## src/rtl/stream_xors_pkg.sv

```systemverilog
`default_nettype none
// ============================================================================
//  Module   : stream_xors_pkg
//  Brief    : Shared types and helpers for the XOR-stream deserializer.
//  Revision : 1.0 - initial release
// ============================================================================
package stream_xors_pkg;

    localparam int XOR_BLK_W = 16;
    localparam int XOR_BLK_H = 16;

    typedef logic [XOR_BLK_H-1:0][XOR_BLK_W-1:0] xor_blk_t;

    typedef enum logic [1:0] {
        IDLE = 2'd0,
        FILL = 2'd1,
        DROP = 2'd2
    } wr_state_t;

    function automatic int bits_per_blk(input int w, input int h, input int d);
        return (w / d) * (h / d);
    endfunction

endpackage
`default_nettype wire

```

## src/rtl/stream_blk_buffer.sv

```systemverilog
`default_nettype none
// ============================================================================
//  Module   : stream_blk_buffer
//  Brief    : One block buffer: DxD replicated bit write, sideband latch, full flag.
//  Revision : 1.0 - initial release
// ============================================================================
module stream_blk_buffer
    import stream_xors_pkg::*;
#(
    parameter int BLK_W           = 16,
    parameter int BLK_H           = 16,
    parameter int DECIMATE_FACTOR = 2,
    parameter int CONF_W          = 8,
    parameter int DISP_W          = 8,
    parameter int IDX_W           = 6
) (
    input  logic                         clk50,
    input  logic                         reset,
    input  logic                         wr_en,
    input  logic                         wr_bit,
    input  logic [IDX_W-1:0]             wr_idx,
    input  logic                         side_en,
    input  logic [CONF_W-1:0]            conf_in,
    input  logic [DISP_W-1:0]            disp_in,
    input  logic                         set_full,
    input  logic                         clr_full,
    output logic [BLK_H-1:0][BLK_W-1:0]  blk,
    output logic [CONF_W-1:0]            conf,
    output logic [DISP_W-1:0]            disp,
    output logic                         full
);

    localparam int COLS = BLK_W / DECIMATE_FACTOR;

    int sel_row;
    int sel_col;

    always_comb begin
        sel_row = int'(wr_idx) / COLS;
        sel_col = int'(wr_idx) % COLS;
    end

    always_ff @(posedge clk50) begin
        if (!reset) begin
            blk  <= '0;
            conf <= '0;
            disp <= '0;
            full <= 1'b0;
        end else begin
            // Each decimated bit fills the DxD square it stands for.
            if (wr_en) begin
                for (int y = 0; y < BLK_H; y++) begin
                    for (int x = 0; x < BLK_W; x++) begin
                        if ((y / DECIMATE_FACTOR) == sel_row &&
                            (x / DECIMATE_FACTOR) == sel_col) begin
                            blk[y][x] <= wr_bit;
                        end
                    end
                end
            end
            if (side_en) begin
                conf <= conf_in;
                disp <= disp_in;
            end
            if (set_full) begin
                full <= 1'b1;
            end else if (clr_full) begin
                full <= 1'b0;
            end
        end
    end

endmodule
`default_nettype wire

```

## src/rtl/stream_to_xors.sv

```systemverilog
`default_nettype none
// ============================================================================
//  Module   : stream_to_xors
//  Brief    : Rebuilds XOR blocks from a 1-bit decimated stream into a ping-pong buffer.
//  Revision : 1.0 - initial release
// ============================================================================
module stream_to_xors
    import stream_xors_pkg::*;
#(
    parameter int BLK_W           = XOR_BLK_W,
    parameter int BLK_H           = XOR_BLK_H,
    parameter int DECIMATE_FACTOR = 2,
    parameter int CONF_W          = 8,
    parameter int DISP_W          = 8
) (
    input  logic                         clk50,
    input  logic                         reset,
    input  logic                         pix_stream_data,
    input  logic                         pix_stream_valid,
    input  logic [CONF_W-1:0]            conf_in,
    input  logic [DISP_W-1:0]            disp_in,
    output logic                         stream_almost_full,
    output logic [BLK_H-1:0][BLK_W-1:0]  blk_out,
    output logic [CONF_W-1:0]            conf_out,
    output logic [DISP_W-1:0]            disp_out,
    output logic                         blk_valid,
    input  logic                         blk_ready,
    output logic                         overflow,
    output logic [15:0]                  blk_count
);

    localparam int N     = bits_per_blk(BLK_W, BLK_H, DECIMATE_FACTOR);
    localparam int CNT_W = (N > 1) ? $clog2(N) : 1;
    localparam logic [CNT_W-1:0] LAST = CNT_W'(N - 1);

    wr_state_t                        state;
    logic [CNT_W-1:0]                 bit_cnt;
    logic                             wr_sel;
    logic                             rd_sel;
    logic [1:0]                       full;
    logic [BLK_H-1:0][BLK_W-1:0]      buf_blk  [2];
    logic [CONF_W-1:0]                buf_conf [2];
    logic [DISP_W-1:0]                buf_disp [2];

    logic accept_first;
    logic store;
    logic complete;
    logic handshake;

    // The full check happens only at block start, so a block never lands on a busy buffer.
    assign accept_first = pix_stream_valid && (state == IDLE) && !full[wr_sel];
    assign store        = accept_first || (pix_stream_valid && (state == FILL));
    assign complete     = pix_stream_valid && (state == FILL) && (bit_cnt == LAST);
    assign handshake    = blk_valid && blk_ready;

    always_ff @(posedge clk50) begin
        if (!reset) begin
            state    <= IDLE;
            bit_cnt  <= '0;
            wr_sel   <= 1'b0;
            overflow <= 1'b0;
        end else if (pix_stream_valid) begin
            case (state)
                IDLE: begin
                    bit_cnt <= CNT_W'(1);
                    if (!full[wr_sel]) begin
                        state <= FILL;
                    end else begin
                        overflow <= 1'b1;
                        state    <= DROP;
                    end
                end
                FILL: begin
                    if (bit_cnt == LAST) begin
                        bit_cnt <= '0;
                        wr_sel  <= ~wr_sel;
                        state   <= IDLE;
                    end else begin
                        bit_cnt <= bit_cnt + 1'b1;
                    end
                end
                DROP: begin
                    if (bit_cnt == LAST) begin
                        bit_cnt <= '0;
                        state   <= IDLE;
                    end else begin
                        bit_cnt <= bit_cnt + 1'b1;
                    end
                end
                default: begin
                    bit_cnt <= '0;
                    state   <= IDLE;
                end
            endcase
        end
    end

    always_ff @(posedge clk50) begin
        if (!reset) begin
            rd_sel    <= 1'b0;
            blk_count <= '0;
        end else if (handshake) begin
            rd_sel    <= ~rd_sel;
            blk_count <= blk_count + 16'd1;
        end
    end

    for (genvar i = 0; i < 2; i++) begin : g_buf
        stream_blk_buffer #(
            .BLK_W           (BLK_W),
            .BLK_H           (BLK_H),
            .DECIMATE_FACTOR (DECIMATE_FACTOR),
            .CONF_W          (CONF_W),
            .DISP_W          (DISP_W),
            .IDX_W           (CNT_W)
        ) u_buf (
            .clk50    (clk50),
            .reset    (reset),
            .wr_en    (store && (wr_sel == 1'(i))),
            .wr_bit   (pix_stream_data),
            .wr_idx   (bit_cnt),
            .side_en  (accept_first && (wr_sel == 1'(i))),
            .conf_in  (conf_in),
            .disp_in  (disp_in),
            .set_full (complete && (wr_sel == 1'(i))),
            .clr_full (handshake && (rd_sel == 1'(i))),
            .blk      (buf_blk[i]),
            .conf     (buf_conf[i]),
            .disp     (buf_disp[i]),
            .full     (full[i])
        );
    end

    assign blk_valid          = full[rd_sel];
    assign blk_out            = buf_blk[rd_sel];
    assign conf_out           = buf_conf[rd_sel];
    assign disp_out           = buf_disp[rd_sel];
    assign stream_almost_full = full[0] | full[1];

endmodule
`default_nettype wire

```

## config.mk

```make
export PLATFORM = sky130hd
export DESIGN_NAME = stream_to_xors
export DESIGN_NICKNAME = d
export VERILOG_FILES = /design/src/rtl/stream_xors_pkg.sv /design/src/rtl/stream_blk_buffer.sv /design/src/rtl/stream_to_xors.sv
export SDC_FILE = /design/constraint.sdc
export NUM_CORES = 1
export LEC_CHECK = 0
export ABC_CLOCK_PERIOD_IN_PS = 2640
export CAP_MARGIN = 20
export CORE_UTILIZATION = 38
export DETAILED_ROUTE_END_ITERATION = 10
export MAX_ROUTING_LAYER = met4
export PLACE_DENSITY = 0.67
export SLEW_MARGIN = 10
export SYNTH_ARGS = -nofsm -noshare
export SYNTH_HDL_FRONTEND = slang
export SYNTH_SLANG_ARGS = --single-unit
export TNS_END_PERCENT = 5
```

## constraint.sdc

```tcl
create_clock -name clk50 -period 2.64 [get_ports clk50]
set_clock_uncertainty 0.15 [all_clocks]
set_input_delay 0.264 -clock clk50 [delete_from_list [all_inputs] [get_ports clk50]]
set_output_delay 0.264 -clock clk50 [all_outputs]
set_load 0.02 [all_outputs]
```

### After elaboration in Yosys (flattened, before gate mapping)

Index checks and enable logic that the tools add are counted.

| word-level totals | value |
|---|---|
| flip-flop bits (word level) | 189 |
| bits of input ports | 21 |

| cells by class | value |
|---|---|
| add/subtract/negate cells | 2 |
| order comparisons | 3 |
| equal/unequal tests | 18 |
| muxes and demuxes | 22 |
| bitwise operators | 4 |
| reduce and logical (&&, ||, !) cells | 216 |

Operator list:

| kind | number |
|---|---|
| $mux 256 | 3 |
| $reduce_and 2->1 | 129 |
| $logic_and 1x1->1 | 77 |
| $logic_not 32->1 | 2 |
| $mux 8 | 6 |
| $eq 3x3->1 const A | 8 |
| $add 16x1->16 const B | 1 |
| $eq 2x3->1 const A | 4 |
| $pmux 6 s2 | 1 |
| $mux 1 | 8 |
| $add 6x1->6 const B | 1 |
| $eq 1x3->1 const A | 2 |
| $eq 6x6->1 const B | 1 |
| $mux 6 | 1 |
| $reduce_and 3->1 | 2 |
| $lt 1x2->1 const B | 2 |
| $mux 2 | 2 |
| $pmux 2 s2 | 1 |
| $reduce_bool 2->1 | 2 |
| $eq 2x1->1 const B | 1 |
| $eq 2x2->1 const B | 1 |
| $ge 2x2->1 const B | 1 |
| $logic_not 2->1 | 1 |
| $ne 2x1->1 const B | 1 |
| other kinds (6) | 7 |

### Logic depth before layout (Yosys ltp)

| depth | value |
|---|---|
| depth after elaboration | 7 |
| depth in mapped cells | 9 |
| depth with buffers taken out | 6 |

### Hierarchy

Synthesis repeated with hierarchy kept, for this count alone.

| unflattened totals | value |
|---|---|
| cells, all modules | 1545 |
| area total of the unflattened synthesis | 14503.9 um^2 |

By module, submodules not included:

| module | times used | cells an instance | area an instance (um^2) | seq. area each (um^2) |
|---|---|---|---|---|
| stream_blk_buffer (g_buf[1].u_buf) | 1 | 540 | 5003.5 | 1621.6 |
| stream_blk_buffer (g_buf[0].u_buf) | 1 | 533 | 4911.0 | 1621.6 |
| stream_to_xors | 1 | 472 | 4589.4 | 540.5 |

### Worst setup path after synthesis

Ideal clock, no wire load.

| timing path | value |
|---|---|
| kind | register to register |
| start point | register state[0] |
| end point | register g_buf[0].u_buf.blk[192] in the netlist's numbering |
| setup time | 0.132 ns |
| arrival time | 1.679 ns |
| path slack | 0.679 ns |
| cell stages (with the launch flop) | 10 |
| path buffers | 3 |
| clock period less this slack | 1.961 ns |
| path through | dfxtp_1 inv_1 ha_1 nor2b_1 buf_2 or2_2 buf_4 buf_4 nand4_1 a21oi_1 |

| on the way | value |
|---|---|
| word-level cells in the longest chain between the ends | 6 |

RTL lines:

| element | RTL line | RTL |
|---|---|---|
| start: declaration | stream_to_xors.sv:36 | `wr_state_t state;` |
| start signal: assignment | stream_to_xors.sv:58 | `state <= IDLE;` |
| start signal: assignment | stream_to_xors.sv:67 | `state <= FILL;` |
| start signal: assignment | stream_to_xors.sv:70 | `state <= DROP;` |
| $logic_not 2->1 | stream_to_xors.sv:51 | `assign accept_first = pix_stream_valid && (state == IDLE) && !full[wr_sel];` |
| $logic_and 1x1->1 (2 in series) | stream_to_xors.sv:51 |  |
| $logic_or 1x1->1 * | stream_to_xors.sv:52 | `assign store = accept_first \|\| (pix_stream_valid && (state == FILL));` |
| $logic_and 1x1->1 * | stream_to_xors.sv:119 | `.wr_en (store && (wr_sel == 1'(i))),` |
| $reduce_and 2->1 (no line) * | - |  |
| end signal: indexed assignment | stream_blk_buffer.sv:56 | `blk[y][x] <= wr_bit;` |
| end: declaration | stream_blk_buffer.sv:27 | `output logic [BLK_H-1:0][BLK_W-1:0] blk,` |

Every way passes the cells marked *; elsewhere a longest branch is shown, timed or not.
A chain may end at the register's enable or synchronous reset.

==> implementation parameters <==
Parameter                              Value

Status
  Run status ... finished clean

Power
  Internal power summed over all cells ... 0.00445 W
  Proportion of total power due to net switching ... 0.245
  Clock group share of total power ... 0.433
  Pwr per Cell Area ... about 450 nW/um^2
  Switching power ... approximately 0.0014 W
  Sequential power share ... 0.489
  IR Drop Worst-Case VDD ... 0.373 mV
  Standby leakage power ... roughly 4.8 nW
  Fraction of power consumed by combinational cells ... 0.078

Clock tree
  Clock root buffer ... clkbuf_16
  Number of levels in the clock H-tree ... 4
  CTS tree ... done
  Post-CTS Setup Repair Bufs ... 0
  Insertion delay of the later-clocked pin in the worst-skew pair ... roughly 430 ps
  Deepest clock path buffer count ... 2
  CTS Buf Count ... 17
  Clock-pin slew on the worst setup and hold paths ... 60 ps
  Clock tree sinks ... between 150 and 200

Logic synthesis
  Cell types with the largest area share after synthesis ... dfxtp_1 37%, buf_4 14%, mux2_2 8.7%, a21oi_1 6.9%, nand4_1 4.6%
  Flops & latches, synth ... ~190
  Avg Synthesized Cell Area ... around 8.4 sq um
  Post-synth top area share ... 0.367
  Count of different cell masters after synthesis ... between 50 and 60
  Main synth FF type ... dfxtp_1
  Synthesized Nets ... 1,256
  Proportion of register bits with asynchronous set or reset after synthesis ... 0
  Number of synthesized flops with an enable pin ... 0
  Post-Syn Instances ... about 1,200
  Mapped cell area ... roughly 10,000 sq um
  Sequential element share of the synthesized area ... 0.367
  Library cell with the largest summed area after synthesis ... dfxtp_1
  Count of warnings emitted by yosys ... 0

Route
  Via Count ... around 9,000
  Post-detailed-route DRC marker count ... 0
  First-iteration detailed-routing DRC count ... 734
  Number of iterations in the first detailed-routing pass ... 6
  Ratio of routed vias to standard cells ... ~5.4
  Antenna Violating Nets Remaining ... 0
  Routed length per instance ... about 18 um
  Total detailed-routing wirelength ... between 30,000 and 40,000 um

STA
  Setup-violating endpoint count in the final report ... 0
  Number of hold violations in the final report ... 0
  Shortest period the worst path allows ... 2610 ps
  Final number of max-transition violations ... 0
  Part of the cycle the worst path needs ... 0.989
  Slew at the pin closest to its max-slew limit ... 906 ps
  Maximum clock frequency ... ~380 MHz
  Minimum hold slack ... ~180 ps
  Max transition margin ... 0.392
  Smallest setup slack after layout ... 28.8 ps
  Unrepaired setup endpoints after global routing ... yes

Final layout
  Growth of design area from synthesis to finish ... 26.1%
  Count of nets after finishing ... between 1,000 and 1,500
  Number of antenna repair diodes ... 0
  # fillers ... approximately 2,400
  Footprint of the multi-input gates ... ~4600 sq um
  Layout cells sized above 1 ... 0.133
  Area of all placed cells without fillers ... approximately 13,000 sq um
  Seq. cell area ... 3790 sq um

Run
  Max-cap check violation count ... 0

GRT
  Wire length of the first global-routing pass ... approximately 46,000 um
  Final global-route overflow total ... 0
  Total global routing track utilization ... 0.215
  Vias in the first global route ... between 8,000 and 9,000
  Antenna violations before repair ... 1
  Maximum number of pins on one net before global-route repair ... 97

Worst hold path
  Number of stages on the worst hold path ... 3
  Min-Delay Path Class ... in2reg

Worst setup path
  Worst Setup Path Type ... reg2out
  Crit path capture ... blk_out[176]
  Worst Setup End Kind ... output port
  Critical Path Source Type ... flop
  Endpoint of the worst-slack reg-to-reg timing path ... g_buf[0].u_buf.blk[246]
  Critical path launch point ... rd_sel
  Launch point of the worst reg-to-reg path ... state[1]
  Largest fanout on the critical path ... 20
  Reg-to-reg setup timing slack ... between 300 and 400 ps
  Crit path DAT ... 2200 ps
  Critical path required time ... about 2200 ps
  Worst Reg-to-Reg Cells ... 7

Placement
  Post-place instance area ... 12,400 sq um
  Number of input and output port buffers inserted ... 311
  Half-perimeter wire length after detailed placement ... slightly above 20,000 um
  Setup slack at placement ... roughly 160 ps
  Weighted congestion at the end of routability-driven global placement ... 0.828

Floorplanning
  Vert. Die Dim ... approximately 170 um
  Die W ... 167 um
  Die area ... 27,800 sq um
  Initial Util ... 0.391
  Number of placed I/O pins ... ~310
  # rows ... 59
  Core footprint ... 26,400 sq um
[cell usage in the layout, fill, tap and decap left out, drive strengths merged, types with 10 or more instances in the layout]
cell,n
dlymetal6s2s,13
o21ai,118
a21oi,142
buf,50
nand2,117
o31ai,17
mux2,80
nand4,76
ha,10
nand3,33
o211ai,18
clkbuf,23
mux2i,21
nor2,18
dfxtp,189
inv,14
clkdlybuf4s50,297
[worst min-delay path by stage]
stage,start,endpoint,slack [ps]
CTS,pix_stream_data,g_buf[0].u_buf.blk[214],170
detailed placement,g_buf[0].u_buf.conf[0],g_buf[0].u_buf.conf[0],290
global route,pix_stream_data,g_buf[1].u_buf.blk[246],200
finish,pix_stream_data,g_buf[0].u_buf.blk[214],180
floorplan,conf_in[0],g_buf[0].u_buf.conf[0],250
global placement,g_buf[1].u_buf.disp[0],g_buf[1].u_buf.disp[0],290
[cell type report]
class / instances / area share
clock buffer: 23 / 0.0384
multi-input combinational: 731 / 0.354
inverter: 13 / 0.00394
clock inverter: 8 / 0.00625
sequential: 189 / 0.291
timing repair buffer: 360 / 0.274
tap: 335 / 0.0322
[metrics by stage]
step	utilization	setup TNS, ps	total power (W)	std cells
after CTS	0.492	0	0.00593	1659
after detailed placement	0.470	0	0.00340	1628
after global placement	0.470	0	0.00340	1628
after floorplan	-	0	0.00324	1225
after global routing	0.494	-111	0.00608	1659
final	0.494	0	0.00590	1659
[repair_timing]
item	4_1_cts	5_1_grt
cloned	0	0
endpoints found under the hold margin	0	0
endpoints found under the setup margin	80	47
gates resized for setup	2	15
hold buffers	0	0
[sequential cells by signal (all words and copies together), names as in the netlist]
signal / cells
bit_cnt: 6
overflow: 1
rd_sel: 1
g_buf.u_buf.disp: 16
blk_count: 16
wr_sel: 1
g_buf.u_buf.blk: 128
g_buf.u_buf.conf: 16
g_buf.u_buf.full: 2
state: 2
[critical path: stages, from the launching register on]
cell and delay, ps:
dfxtp_4 510, buf_8 250, mux2_2 430, clkdlybuf4s50_1 560
[cells in the mapped netlist, drive strengths merged (2+ instances only)]
library cell,instances
a31oi,2
o31ai,17
xor2,5
nand3,33
nand4,76
nor4bb,3
nand2,117
nor2,18
and2b,4
nand4b,3
mux2i,21
nor3b,2
and3,9
or3,4
and4b,6
and2,3
mux2,80
inv,13
o211ai,18
nand2b,7
nor2b,2
nand3b,3
xnor2,4
clkbuf,55
nor3,3
a21boi,3
and4,5
dfxtp,189
or2,3
o21ai,118
a21oi,142
buf,237
ha,10
a211oi,2
[layer usage]
metal | global-route usage | part of all wire | vias up | wire length [um]
met5 | - | 0 | - | 0
met4 | 0.0600 | 0.013 | 0 | 401
met3 | 0.0404 | 0.081 | 33 | 2470
met2 | 0.343 | 0.48 | 432 | 14500
met1 | 0.278 | 0.43 | 4260 | 12900
li1 | - | - | 4298 | -
[power by group through the flow]
stage	Combinational, W	Sequential (W)	Clock, W
floorplan	0.000290	0.00295	0
global placement	0.000449	0.00295	0
detailed placement	0.000450	0.00295	0
CTS	0.000452	0.00288	0.00259
global route	0.000489	0.00289	0.00270
finish	0.000460	0.00288	0.00256
[cells by family after synthesis]
kind of cell / after synthesis / share of synthesized area
AO/OA/AOI/OAI: 307 / 0.163
XOR/XNOR: 9 / 0.00764
adder cells (fa/ha/maj): 10 / 0.0121
buffers and inverters: 305 / 0.187
flip-flops: 189 / 0.367
multiplexers: 101 / 0.108
AND/OR/NAND/NOR: 304 / 0.155
No activity file was read; power rests on OpenSTA's default activity.
